<file path="config.mk">
export PLATFORM = sky130hd
export DESIGN_NAME = clock_monitor
export DESIGN_NICKNAME = d
export VERILOG_FILES = /design/src/rtl/clock_monitor.sv
export SDC_FILE = /design/constraint.sdc
export NUM_CORES = 1
export LEC_CHECK = 0
export ABC_AREA = 1
export BUFFER_PORTS_ARGS = -buffer_cell sky130_fd_sc_hd__buf_4
export CAP_MARGIN = 0
export CORE_MARGIN = 2
export CORE_UTILIZATION = 35
export DETAILED_ROUTE_END_ITERATION = 10
export SLEW_MARGIN = 25
export SYNTH_ARGS = -nofsm -noshare
export SYNTH_HDL_FRONTEND = slang
export SYNTH_SLANG_ARGS = --single-unit
</file>
<file path="constraint.sdc">
create_clock -name clk -period 7.57 [get_ports clk]
set_input_delay 0 -clock clk [delete_from_list [all_inputs] [get_ports clk]]
set_output_delay 0 -clock clk [all_outputs]
set_load 0.02 [all_outputs]
</file>
<file path="src/rtl/clock_monitor.sv">
`timescale 1ns/1ps
// clock_monitor: measures the period and high time of a divided clock in clk cycles,
// raises a sticky frequency-error flag and a loss-of-clock level.
module clock_monitor #(
  parameter int          CNT_W       = 24,
  parameter int          SYNC_STAGES = 2,
  parameter int unsigned TIMEOUT     = 1048576
) (
  input  logic             clk,
  input  logic             rst_n,
  input  logic             mon_clk,
  input  logic             enable,
  input  logic [CNT_W-1:0] exp_period,
  input  logic [7:0]       tolerance,
  input  logic             err_clr,
  output logic [CNT_W-1:0] period,
  output logic [CNT_W-1:0] high_time,
  output logic             meas_valid,
  output logic             freq_err,
  output logic             clk_lost
);

  // Separate timeout counter so loss of clock is still detected when TIMEOUT exceeds the cnt range.
  localparam int              TO_W     = $clog2(TIMEOUT + 1);
  localparam logic [TO_W-1:0] TO_LIMIT = TO_W'(TIMEOUT);

  typedef enum logic [1:0] {S_IDLE, S_ARM, S_MEASURE, S_LOST} state_e;

  logic [SYNC_STAGES-1:0] r_sync;
  logic                   r_s_d;
  logic                   w_s;
  logic                   w_rise;
  logic                   w_fall;

  state_e                 r_state;
  logic [CNT_W-1:0]       r_cnt;
  logic [CNT_W-1:0]       r_hcnt;
  logic [TO_W-1:0]        r_tcnt;
  logic                   r_high_act;
  logic [CNT_W-1:0]       r_period;
  logic [CNT_W-1:0]       r_high_time;
  logic                   r_meas_valid;
  logic                   r_freq_err;
  logic                   r_clk_lost;

  logic [CNT_W-1:0]       w_cnt_inc;
  logic [CNT_W-1:0]       w_hcnt_inc;
  logic                   w_timeout;
  logic [CNT_W:0]         w_per_ext;
  logic [CNT_W:0]         w_exp_ext;
  logic [CNT_W:0]         w_diff;
  logic                   w_out_of_tol;
  logic                   w_set_err;

  // NOTE: mon_clk is plain data here; the synchronizer is reset so the first edge is seen from a known 0.
  always_ff @(posedge clk or negedge rst_n) begin
    if (!rst_n) begin
      r_sync <= '0;
      r_s_d  <= 1'b0;
    end else begin
      r_sync <= {r_sync[SYNC_STAGES-2:0], mon_clk};
      r_s_d  <= w_s;
    end
  end

  assign w_s    = r_sync[SYNC_STAGES-1];
  assign w_rise = w_s & ~r_s_d;
  assign w_fall = ~w_s & r_s_d;

  assign w_cnt_inc  = (r_cnt == '1)  ? r_cnt  : r_cnt  + CNT_W'(1);
  assign w_hcnt_inc = (r_hcnt == '1) ? r_hcnt : r_hcnt + CNT_W'(1);
  assign w_timeout  = (r_tcnt == TO_LIMIT);

  // Absolute difference one bit wider than the operands so it can never wrap.
  assign w_per_ext    = {1'b0, r_cnt};
  assign w_exp_ext    = {1'b0, exp_period};
  assign w_diff       = (w_per_ext >= w_exp_ext) ? (w_per_ext - w_exp_ext) : (w_exp_ext - w_per_ext);
  assign w_out_of_tol = (w_diff > (CNT_W + 1)'(tolerance));
  assign w_set_err    = enable & (r_state == S_MEASURE) & w_rise & w_out_of_tol;

  // NOTE: every register below is state, so all updates are non-blocking; the last assignment in a cycle wins.
  always_ff @(posedge clk or negedge rst_n) begin
    if (!rst_n) begin
      r_state      <= S_IDLE;
      r_cnt        <= '0;
      r_hcnt       <= '0;
      r_tcnt       <= '0;
      r_high_act   <= 1'b0;
      r_period     <= '0;
      r_high_time  <= '0;
      r_meas_valid <= 1'b0;
      r_freq_err   <= 1'b0;
      r_clk_lost   <= 1'b0;
    end else begin
      r_meas_valid <= 1'b0;

      if (w_set_err) begin
        r_freq_err <= 1'b1;
      end else if (err_clr) begin
        r_freq_err <= 1'b0;
      end

      if (!enable) begin
        r_state    <= S_IDLE;
        r_clk_lost <= 1'b0;
        r_cnt      <= '0;
        r_hcnt     <= '0;
        r_tcnt     <= '0;
        r_high_act <= 1'b0;
      end else begin
        case (r_state)
          S_IDLE: begin
            r_cnt   <= '0;
            r_hcnt  <= '0;
            r_tcnt  <= '0;
            r_state <= S_ARM;
          end

          S_ARM: begin
            if (w_rise) begin
              r_state    <= S_MEASURE;
              r_cnt      <= CNT_W'(1);
              r_hcnt     <= CNT_W'(1);
              r_tcnt     <= TO_W'(1);
              r_high_act <= 1'b1;
            end else if (w_timeout) begin
              r_state    <= S_LOST;
              r_clk_lost <= 1'b1;
            end else begin
              r_cnt  <= w_cnt_inc;
              r_tcnt <= r_tcnt + TO_W'(1);
            end
          end

          S_MEASURE: begin
            if (w_rise) begin
              r_period     <= r_cnt;
              r_meas_valid <= 1'b1;
              r_cnt        <= CNT_W'(1);
              r_hcnt       <= CNT_W'(1);
              r_tcnt       <= TO_W'(1);
              r_high_act   <= 1'b1;
            end else if (w_timeout) begin
              r_state    <= S_LOST;
              r_clk_lost <= 1'b1;
              r_high_act <= 1'b0;
            end else begin
              r_cnt  <= w_cnt_inc;
              r_tcnt <= r_tcnt + TO_W'(1);
              if (w_fall && r_high_act) begin
                r_high_time <= r_hcnt;
                r_high_act  <= 1'b0;
              end else if (r_high_act) begin
                r_hcnt <= w_hcnt_inc;
              end
            end
          end

          S_LOST: begin
            // The interval that ends on the recovery edge is meaningless and is not reported.
            if (w_rise) begin
              r_state    <= S_MEASURE;
              r_clk_lost <= 1'b0;
              r_cnt      <= CNT_W'(1);
              r_hcnt     <= CNT_W'(1);
              r_tcnt     <= TO_W'(1);
              r_high_act <= 1'b1;
            end
          end

          default: r_state <= S_IDLE;
        endcase
      end
    end
  end

  assign period     = r_period;
  assign high_time  = r_high_time;
  assign meas_valid = r_meas_valid;
  assign freq_err   = r_freq_err;
  assign clk_lost   = r_clk_lost;

endmodule

</file>
==> results of run 1 <==
[layout by cell type (no fill, tap or decap), types with 17 or more instances in the layout]
cell	netlist	final
a21oi_1	66	66
buf_4	2	94
clkbuf_16	0	17
dfrtp_1	126	126
ha_1	64	64
inv_1	291	291
nand2_1	522	522
nand3_1	121	121
nand4_1	41	41
nor2_1	115	114
nor3_1	44	44
nor4_1	35	35
o21ai_0	101	101
xor2_1	37	37
[sequential cells by signal (all words and copies together) (netlist names)]
signal and count:
clk_lost 1, r_s_d 1, period 24, r_hcnt 24, r_high_act 1, r_tcnt 21
r_state 2, freq_err 1, high_time 24, r_sync 2, r_cnt 24, meas_valid 1
[layout make-up]
type | count | area, µm² | share of cell area
multi-input cells | 1205 | 6120 | 0.499
flip-flops and latches | 126 | 3150 | 0.257
inverters | 295 | 1110 | 0.0903
repair buffers | 98 | 747 | 0.0609
well taps | 390 | 488 | 0.0398
clock buffers | 18 | 439 | 0.0358
clock inverters | 14 | 206 | 0.0168
[path summary, 6_finish.rpt]
| path | endpoint | slack [ns] | cells past startpoint |
|---|---|---|---|
| min | r_hcnt[13] | 0.05 | 3 |
| max reg2reg | freq_err | 3.36 | 26 |
| max | freq_err | 3.36 | 26 |
| min reg2reg | r_sync[1] | 0.35 | 0 |
| min in group asynchronous | high_time[21] | 0.16 | 2 |
| max in group asynchronous | r_cnt[5] | 6.26 | 3 |
[cell families (layout without fill, tap and decap cells)]
family / count (synthesis) / in the layout / synth area share
buffers and inverters: 339 / 425 / 0.124
DFF: 126 / 126 / 0.298
muxes: 1 / 1 / 0.00106
and+or+nand+nor: 899 / 899 / 0.363
AOI/OAI and AO/OA: 197 / 197 / 0.0996
adders and majority gates: 66 / 66 / 0.0794
xor gates and xnor gates: 42 / 42 / 0.0347
[cells in the mapped netlist (all sizes together), types with 4 or more instances]
library cell and n:
a21boi 4, nand3b 4, nor2 119, xnor2 5
clkbuf 23, ha 64, a21oi 66, nand4 41
buf 21, and2 4, dfrtp 126, inv 294
nor4 35, nand3 122, o21bai 5, nand2 524
o21ai 107, xor2 37, a22oi 4, nor3 46
[worst max-delay path: cells and delay by family, from the launching register on]
family          cells  cell delay, ns
compound gates      3            0.63
xor+xnor            1            0.15
fa+ha+maj           2            0.68
buf+inv             3            0.16
flops               1            0.46
simple gates       17            2.03
[power groups by stage]
stage	Sequential (mW)	Combinational (mW)	Clock [mW]
after floorplan	0.694	0.143	0
after global placement	0.694	0.224	0
after detailed placement	0.694	0.226	0
after CTS	0.681	0.228	0.919
after global routing	0.682	0.258	0.942
final	0.682	0.227	0.903
[repair_timing]
item | 4_1_cts | 5_1_grt
hold buffers | 3 | 0
resized for setup | 0 | 0
endpoints found under the hold margin | 57 | 0
setup buffers | 0 | 0
[metrics by stage]
stage	setup slack, ns	std cells	hold slack, ns	utilization	power, mW
finish	3.36	2146	0.0494	0.413	1.81
global route	2.86	2146	0.0674	0.413	1.88
CTS	3.34	2146	0.0255	0.413	1.83
detailed placement	3.34	2111	0.111	0.390	0.919
global placement	3.46	2111	0.110	0.390	0.918
floorplan	4.21	1670	-0.296	-	0.837
[layer usage]
| metal | track usage | wire, µm | vias to the layer above | share of wire |
|---|---|---|---|---|
| met5 | 0 | 0 | - | 0 |
| met4 | 0.0864 | 1100 | 0 | 0.033 |
| met3 | 0.0242 | 1350 | 67 | 0.040 |
| met2 | 0.368 | 16100 | 287 | 0.48 |
| met1 | 0.287 | 15300 | 5075 | 0.45 |
| li1 | - | - | 5455 | - |
==> metrics, run 1 <==
Top cell by count, worst path nand2_1; max incr delay on CP 0.47 ns; CTS tree built; DRT iter0 DRCs ~800; RSZ-0062 raised after global routing no; Worst Skew roughly 0.0095 ns; critical-path maximum fanout 24; final setup violation count 0; startpoint types flip-flop; Synth area leaders dfrtp_1 30%, nand2_1 19%, inv_1 10%; status finished, final reports clean; Yosys reg bits 126; cell row count 63; CTS buffer count 17; vias in the first global route 10426; first-pass GRT wire length approximately 54000 µm; # clock sinks about 130; Top FF cell, synth dfrtp_1; Initial Util 0.356; DR pass1 iterations 5; layout cells sized above 1 0.0820; Req. time, crit path 7.90 ns; crit end category flip-flop; power share of the clock group 0.498; final net count about 1800; CTS H-tree depth 4; CP Class flip-flop to flip-flop; Clock Path Buffers 2; Sum Neg Setup Slack 0 ns; CTS clk-pin slew, worst paths roughly 0.060 ns; number of max-cap violations 0; Yosys top cell area share 0.298; width of the die approximately 180 µm; Area Overhead vs Synth 15.8%; worst reg2reg startpoint r_cnt[8]; WL final about 34000 µm; Int Power 1.32 mW; Vias per Instance approximately 5; critical path data arrival time roughly 4.5 ns; Final HPWL DP 26900 µm; syn nets ~1800; Core Region between 20000 and 30000 µm²; CP startpoint r_cnt[8]; switching share of power 0.273; Rel. slew slack 0.482; period utilization 0.556; Die Y roughly 180 µm; Net Sw Power about 0.5 mW; Hold Fails Final Rpt 0; root buffer cell clkbuf_16; Pwr per Cell Area approximately 150 nW/µm²; I/O Buffers 87; drt wl/cell approximately 16 µm; synthesized cell area 10600 µm²; Final min period between 4 and 5 ns; vias between 10000 and 15000; Leak Pwr between 6 and 7 nW; Mapped Avg Cell Area approximately 6.3 µm²; Hold WC Path Type input port to flip-flop; sequential cell area fraction in the yosys report 0.298; Fill cells around 3200; grt total ovfl 0; area leader, netlist dfrtp_1; pin count of the biggest net entering global routing ~70; combinational power share 0.125; Synth Instances 1670; die area ~32000 µm²; Post-synth EDFFs 0; Worst Tran Pin Value 0.777 ns; Async SR Flop Fraction 1.00; GRT Total Usage 0.219; Peak Freq approximately 0.24 GHz; Finished Cell Area roughly 12000 µm²; Routed Antenna Nets 0; initial antenna violation count 0; post-synth cell types 44; Area after DPL approximately 12000 µm²; clock latency at the later pin of the worst-skew pair between 0.4 and 0.5 ns; Hold Crit Start enable; Max Slew Vio Count 0; diode count 0; RD Place Congestion between 0.9 and 1; Ports 88; yosys warns 0; Slowest cell on crit path nand3_2; drt drc 0; sequential power share 0.376; maximum VDD drop roughly 0.17 mV
Power figures use the tool's default switching activity.
==> inputs of run 2 (changes only) <==
==> constraint.sdc (replaced) <==
create_clock -name clk -period 3.8 [get_ports clk]
set_input_delay 0 -clock clk [delete_from_list [all_inputs] [get_ports clk]]
set_output_delay 0 -clock clk [all_outputs]
set_load 0.02 [all_outputs]
==> run 2 against run 1 <==
Clock skew is 0.0016 ns higher. Via count is 1.8% higher. Total power is 97% higher. Fmax is 20% higher. Cell count is 2.2% higher. Hold slack better by 0.0047 ns. Global-route usage is 0.66 points higher. Register-to-register slack worse by 3.1 ns. Sequential cell count stayed put. Clock power is 89% higher. Critical endpoint unchanged. Largest cell class unchanged.
==> metrics, run 2 (synthesis results as in run 1) <==
Seq. cell area 3160 µm² (+0.28%); final cell count without fillers 2194 (+2.2%); pin count of the biggest net entering global routing 62 (-14%); Ports 88 (unchanged); DR pass1 iterations 6 (+1); status finished, final reports clean; diode count 0 (unchanged); # clock sinks 126 (unchanged); Area Overhead vs Synth 21.9%; CP Class flip-flop to flip-flop; commonest non-fill, non-tap cell in the layout nand2_1; Core Region 29700 µm² (unchanged); final core utilization 0.434 (+0.0217); drt drc 0 (unchanged); I/O Buffers 87 (unchanged); cell row count 63 (unchanged); crit end category flip-flop; vias in the first global route 10702 (+2.6%); CTS H-tree depth 4 (unchanged); Fill cells 3118 (-2.7%); number of max-cap violations 0 (unchanged); startpoint types flip-flop; vias 11085 (+1.8%); Hold Crit Start enable; CP startpoint r_cnt[22]; Max Slew Vio Count 0 (unchanged); Worst Skew 0.0111 ns (+0.00164 ns); Vias per Instance 5.05 (-0.38%); final net count 1894 (+2.6%); area occupied by multi-input gates 6440 µm² (+5.1%); drt wl/cell 16.1 µm (+2.5%); DRT iter0 DRCs 772 (-3.6%); root buffer cell clkbuf_16; Clock Path Buffers 2 (unchanged); Req. time, crit path 4.13 ns (-3.77 ns); Final HPWL DP 28300 µm (+5.2%); critical path data arrival time 3.83 ns (-0.71 ns); grt total ovfl 0 (unchanged); layout cells sized above 1 0.139 (+0.0566); Rel. slew slack 0.428 (-0.0542); worst hold slack 0.0541 ns (+0.00467 ns); first-pass GRT wire length 55800 µm (+2.8%); WL final 35400 µm (+4.8%); Pwr per Cell Area 276 nW/µm² (+87%); RD Place Congestion 0.959 (+1.9%); CTS clk-pin slew, worst paths 0.07 ns (about the same); Sum Neg Setup Slack 0 ns (unchanged); worst reg2reg startpoint r_cnt[22]; Worst Tran Pin Value 0.850 ns (+0.0724 ns); Routed Antenna Nets 0 (unchanged); GRT Total Usage 0.226 (+0.00664); Die Y 178 µm (unchanged); critical-path maximum fanout 17 (-29%); period utilization 0.922 (+0.366); clock latency at the later pin of the worst-skew pair 0.43 ns (about the same); DP Cell Count 2153 (+2.0%); CTS buffer count 17 (unchanged); Leak Pwr 6.34 nW (+3.8%); Hold WC Path Type input port to flip-flop; width of the die 178 µm (unchanged); CTS tree built; Peak Freq 0.285 GHz (+20%); Hold Fails Final Rpt 0 (unchanged); maximum VDD drop 0.286 mV (+71%); die area 31700 µm² (unchanged); Final min period 3.50 ns (-0.707 ns); final setup violation count 0 (unchanged); most frequent cells in the layout 511 x nand2_1, 287 x inv_1, 142 x buf_4, 119 x nand3_1, 119 x dfrtp_1; initial antenna violation count 0 (unchanged); Initial Util 0.356 (unchanged)
run 2: cell count changes in the layout (fill, tap and decap cells not counted), moves of 7 or more:
cell / previous run / this run
nand2_1: 522 / 511
nor2_1: 114 / 101
dfrtp_1: 126 / 119
ha_1: 64 / 44
dfrtp_2: 0 / 7
nand2_2: 2 / 12
buf_4: 94 / 142
ha_4: 0 / 16
nor2_2: 4 / 15
run 2: repair_timing:
item | in CTS | in global routing
setup buffers | 0 | 6
hold buffers | 3 | 0
setup endpoints to repair | 0 | 1
resized for setup | 0 | 76
endpoints found under the hold margin | 61 | 0
run 2: through the flow:
step / power [mW] / setup WS [ns] / instance area (µm²)
floorplan: 1.67 / 0.444 / 10600
global placement: 1.85 / 0.135 / 11900
detailed placement: 1.85 / 0.0435 / 11900
CTS: 3.56 / 0.0450 / 12500
global route: 3.70 / -0.0152 / 12900
finish: 3.56 / 0.296 / 12900
run 2: worst paths after layout:
kind / to / cells after the start / slack [ns]
worst min-delay path: r_hcnt[13] / 3 / 0.05
max in group asynchronous: r_cnt[0] / 3 / 2.59
worst max register to register: freq_err / 24 / 0.30
min in group asynchronous: high_time[15] / 2 / 0.20
worst min register to register: r_sync[1] / 0 / 0.35
worst max-delay path: freq_err / 24 / 0.30
run 2: per-layer routing:
layer | vias up | global-route usage | routed length [µm]
met5 | - | 0 | 0
li1 | 5563 | - | -
met4 | 0 | 0.0833 | 1090
met3 | 69 | 0.0259 | 1300
met1 | 5138 | 0.291 | 16000
met2 | 315 | 0.386 | 17000
run 2: area by class of cell:
| cell class | instances | share of cell area |
|---|---|---|
| multi-input combinational | 1205 | 0.499 |
| sequential | 126 | 0.245 |
| timing repair buffer | 146 | 0.0858 |
| inverter | 295 | 0.0858 |
| tap | 390 | 0.0378 |
| clock buffer | 18 | 0.0340 |
| clock inverter | 14 | 0.0131 |
run 2: report_power, final:
part           switching, mW  internal (mW)  total (mW)
Combinational          0.325          0.171       0.496
Sequential           0.00806           1.35        1.36
Clock                  0.700           1.01        1.71
run 2: critical path: stages, from the launching register on:
cell     delay [ns]
dfrtp_2        0.47
ha_4           0.31
nand2_1        0.08
nor2_2         0.15
nand2_1        0.12
inv_1          0.10
nand2_1        0.07
nor2_2         0.10
nor2_2         0.05
nand3_4        0.11
buf_6          0.20
nand3_1        0.08
o21ai_0        0.10
xor2_1         0.17
inv_1          0.06
ha_1           0.30
nand3_1        0.08
nor3_1         0.14
nor2_1         0.09
nor2_1         0.09
nand3_1        0.10
nor2_2         0.16
nand4_1        0.12
nand2_1        0.08
nand2_1        0.04
==> inputs of run 3 (changes only) <==
--- a/config.mk
+++ b/config.mk
@@ -7,10 +7,11 @@
 export LEC_CHECK = 0
 export ABC_AREA = 1
 export BUFFER_PORTS_ARGS = -buffer_cell sky130_fd_sc_hd__buf_4
-export CAP_MARGIN = 0
+export CAP_MARGIN = 20
 export CORE_MARGIN = 2
 export CORE_UTILIZATION = 35
 export DETAILED_ROUTE_END_ITERATION = 10
+export PLACE_DENSITY = 0.58
 export SLEW_MARGIN = 25
 export SYNTH_ARGS = -nofsm -noshare
 export SYNTH_HDL_FRONTEND = slang
==> run 3 against run 2 <==
Final area barely moved. Highest routed layer unchanged. Die area unchanged. Register-to-register slack worse by 0.03 ns. Fmax fell by 0.97%. Total power decreased by 0.83%. Critical endpoint unchanged.
==> metrics, run 3 (synthesis results as in run 1) <==
Hold Fails Final Rpt 0 (unchanged); # clock sinks 126 (unchanged); maximum VDD drop 0.253 mV (-12%); Clock Path Buffers 2 (unchanged); CTS buffer count 17 (unchanged); RD Place Congestion 0.919 (-4.2%); CP Class flip-flop to flip-flop; commonest non-fill, non-tap cell in the layout nand2_1; Leak Pwr 6.34 nW (about the same); Setup WS post-layout 0.262 ns (-0.0342 ns); grt total ovfl 0 (unchanged); most frequent cells in the layout 511 x nand2_1, 289 x inv_1, 143 x buf_4, 121 x dfrtp_1, 119 x nand3_1; hold endpoint r_hcnt[11]; CTS tree built; Final HPWL DP 27900 µm (-1.2%); first-pass GRT wire length 55200 µm (-1.2%); pin count of the biggest net entering global routing 76 (+23%); Finished Cell Area 12900 µm² (about the same); Initial Util 0.356 (unchanged); final setup violation count 0 (unchanged); Area after DPL 11900 µm² (+0.23%); cell row count 63 (unchanged); period utilization 0.931 (+0.00900); Fill cells 3120 (+0.064%); Core Region 29700 µm² (unchanged); final net count 1896 (+0.11%); diode count 0 (unchanged); internal reg-to-reg setup slack 0.26 ns (-0.03 ns); status finished, final reports clean; vias in the first global route 10486 (-2.0%); worst hold path depth 3 (unchanged); Hold Crit Start enable; Rel. slew slack 0.463 (+0.0350); R2R Path End freq_err; I/O Buffers 87 (unchanged); Max Slew Vio Count 0 (unchanged); startpoint types flip-flop; clock latency at the later pin of the worst-skew pair 0.43 ns (about the same); DRT iter0 DRCs 671 (-13%); Pwr per Cell Area 274 nW/µm² (-0.82%); Routed Antenna Nets 0 (unchanged); pre-CTS setup slack 0.0628 ns (+0.0193 ns); Area Overhead vs Synth 21.9% (about the same); number of max-cap violations 0 (unchanged); Final min period 3.54 ns (+0.0342 ns); r2r worst-path depth 24 (unchanged); Worst Tran Pin Value 0.798 ns (-0.0520 ns); Ports 88 (unchanged); critical-path maximum fanout 5 (-12); WL final 35000 µm (-1.0%); worst reg2reg startpoint r_cnt[0]; Hold WC Path Type input port to flip-flop; CTS H-tree depth 4 (unchanged); Peak Freq 0.283 GHz (-0.97%); GRT Total Usage 0.224 (-0.00164); Req. time, crit path 4.13 ns (about the same); vias 11058 (-0.24%); initial antenna violation count 0 (unchanged); worst hold slack 0.0607 ns (+0.00662 ns); CTS clk-pin slew, worst paths 0.07 ns (about the same); Die Y 178 µm (unchanged); DR pass1 iterations 5 (-1); critical path data arrival time 3.87 ns (+0.04 ns); die area 31700 µm² (unchanged); layout cells sized above 1 0.137 (-0.00181); drt drc 0 (unchanged); root buffer cell clkbuf_16; Vias per Instance 5.04 (-0.33%); final core utilization 0.434 (about the same); crit end category flip-flop; width of the die 178 µm (unchanged); drt wl/cell 16.0 µm (-1.1%); Worst Skew 0.0113 ns (+0.000140 ns)
## run 3: final cells by class
cell class	count	area [µm²]	area share
clock buffers	17	425	0.0330
clock inverters	15	176	0.0137
repair buffers	148	1130	0.0879
multi-input cells	1205	6420	0.497
well taps	390	488	0.0378
inverters	295	1110	0.0858
flip-flops and latches	126	3160	0.245
## run 3: report_power, final
group          internal, mW  switching [mW]
Clock                 0.988           0.688
Combinational         0.172           0.327
Sequential             1.35         0.00824
Total                  2.51            1.02
## run 3: per-layer routing
layer | vias to the layer above | share of wire | GRT usage
li1 | 5562 | - | -
met1 | 5159 | 0.45 | 0.290
met2 | 274 | 0.48 | 0.383
met3 | 63 | 0.039 | 0.0242
met4 | 0 | 0.031 | 0.0850
met5 | - | 0 | 0
## run 3: repair_timing
action | CTS | global route
endpoints found under the setup margin | 0 | 1
hold endpoints to repair | 53 | 0
resized for setup | 0 | 69
setup buffers | 0 | 6
hold buffers | 3 | 0
## run 3: worst max-delay path, cell delays in order (launching register included)
cell and delay (ns):
dfrtp_2 0.48, inv_1 0.16, ha_1 0.17, inv_1 0.10, fa_1 0.44, nand3_1 0.09
nand3_1 0.16, nand2_1 0.12, nand2_1 0.06, xnor2_1 0.14, inv_1 0.06, ha_1 0.31
nand2_2 0.10, o21bai_1 0.11, nand3_1 0.08, nand2_1 0.06, nand2_1 0.04, a21oi_1 0.11
nor2_1 0.07, nor2_1 0.09, nand3_1 0.09, nor2_2 0.17, nand4_1 0.09, nand2_1 0.07
nand2_1 0.04
## run 3: metrics by stage
step / power [mW] / cells / setup TNS [ns]
5_1_grt: 3.70 / 2196 / -0.00714
2_1_floorplan: 1.67 / 1670 / 0
4_1_cts: 3.54 / 2190 / 0
6_report: 3.53 / 2196 / 0
3_3_place_gp: 1.85 / 2155 / 0
3_5_place_dp: 1.85 / 2155 / 0
## run 3: worst max path at each step
stage | from | end | cells past startpoint
floorplan | r_cnt[8] | freq_err | 27
global placement | r_cnt[12] | freq_err | 25
detailed placement | r_cnt[12] | freq_err | 25
CTS | r_cnt[12] | freq_err | 25
global route | r_cnt[14] | freq_err | 27
finish | r_cnt[0] | freq_err | 24
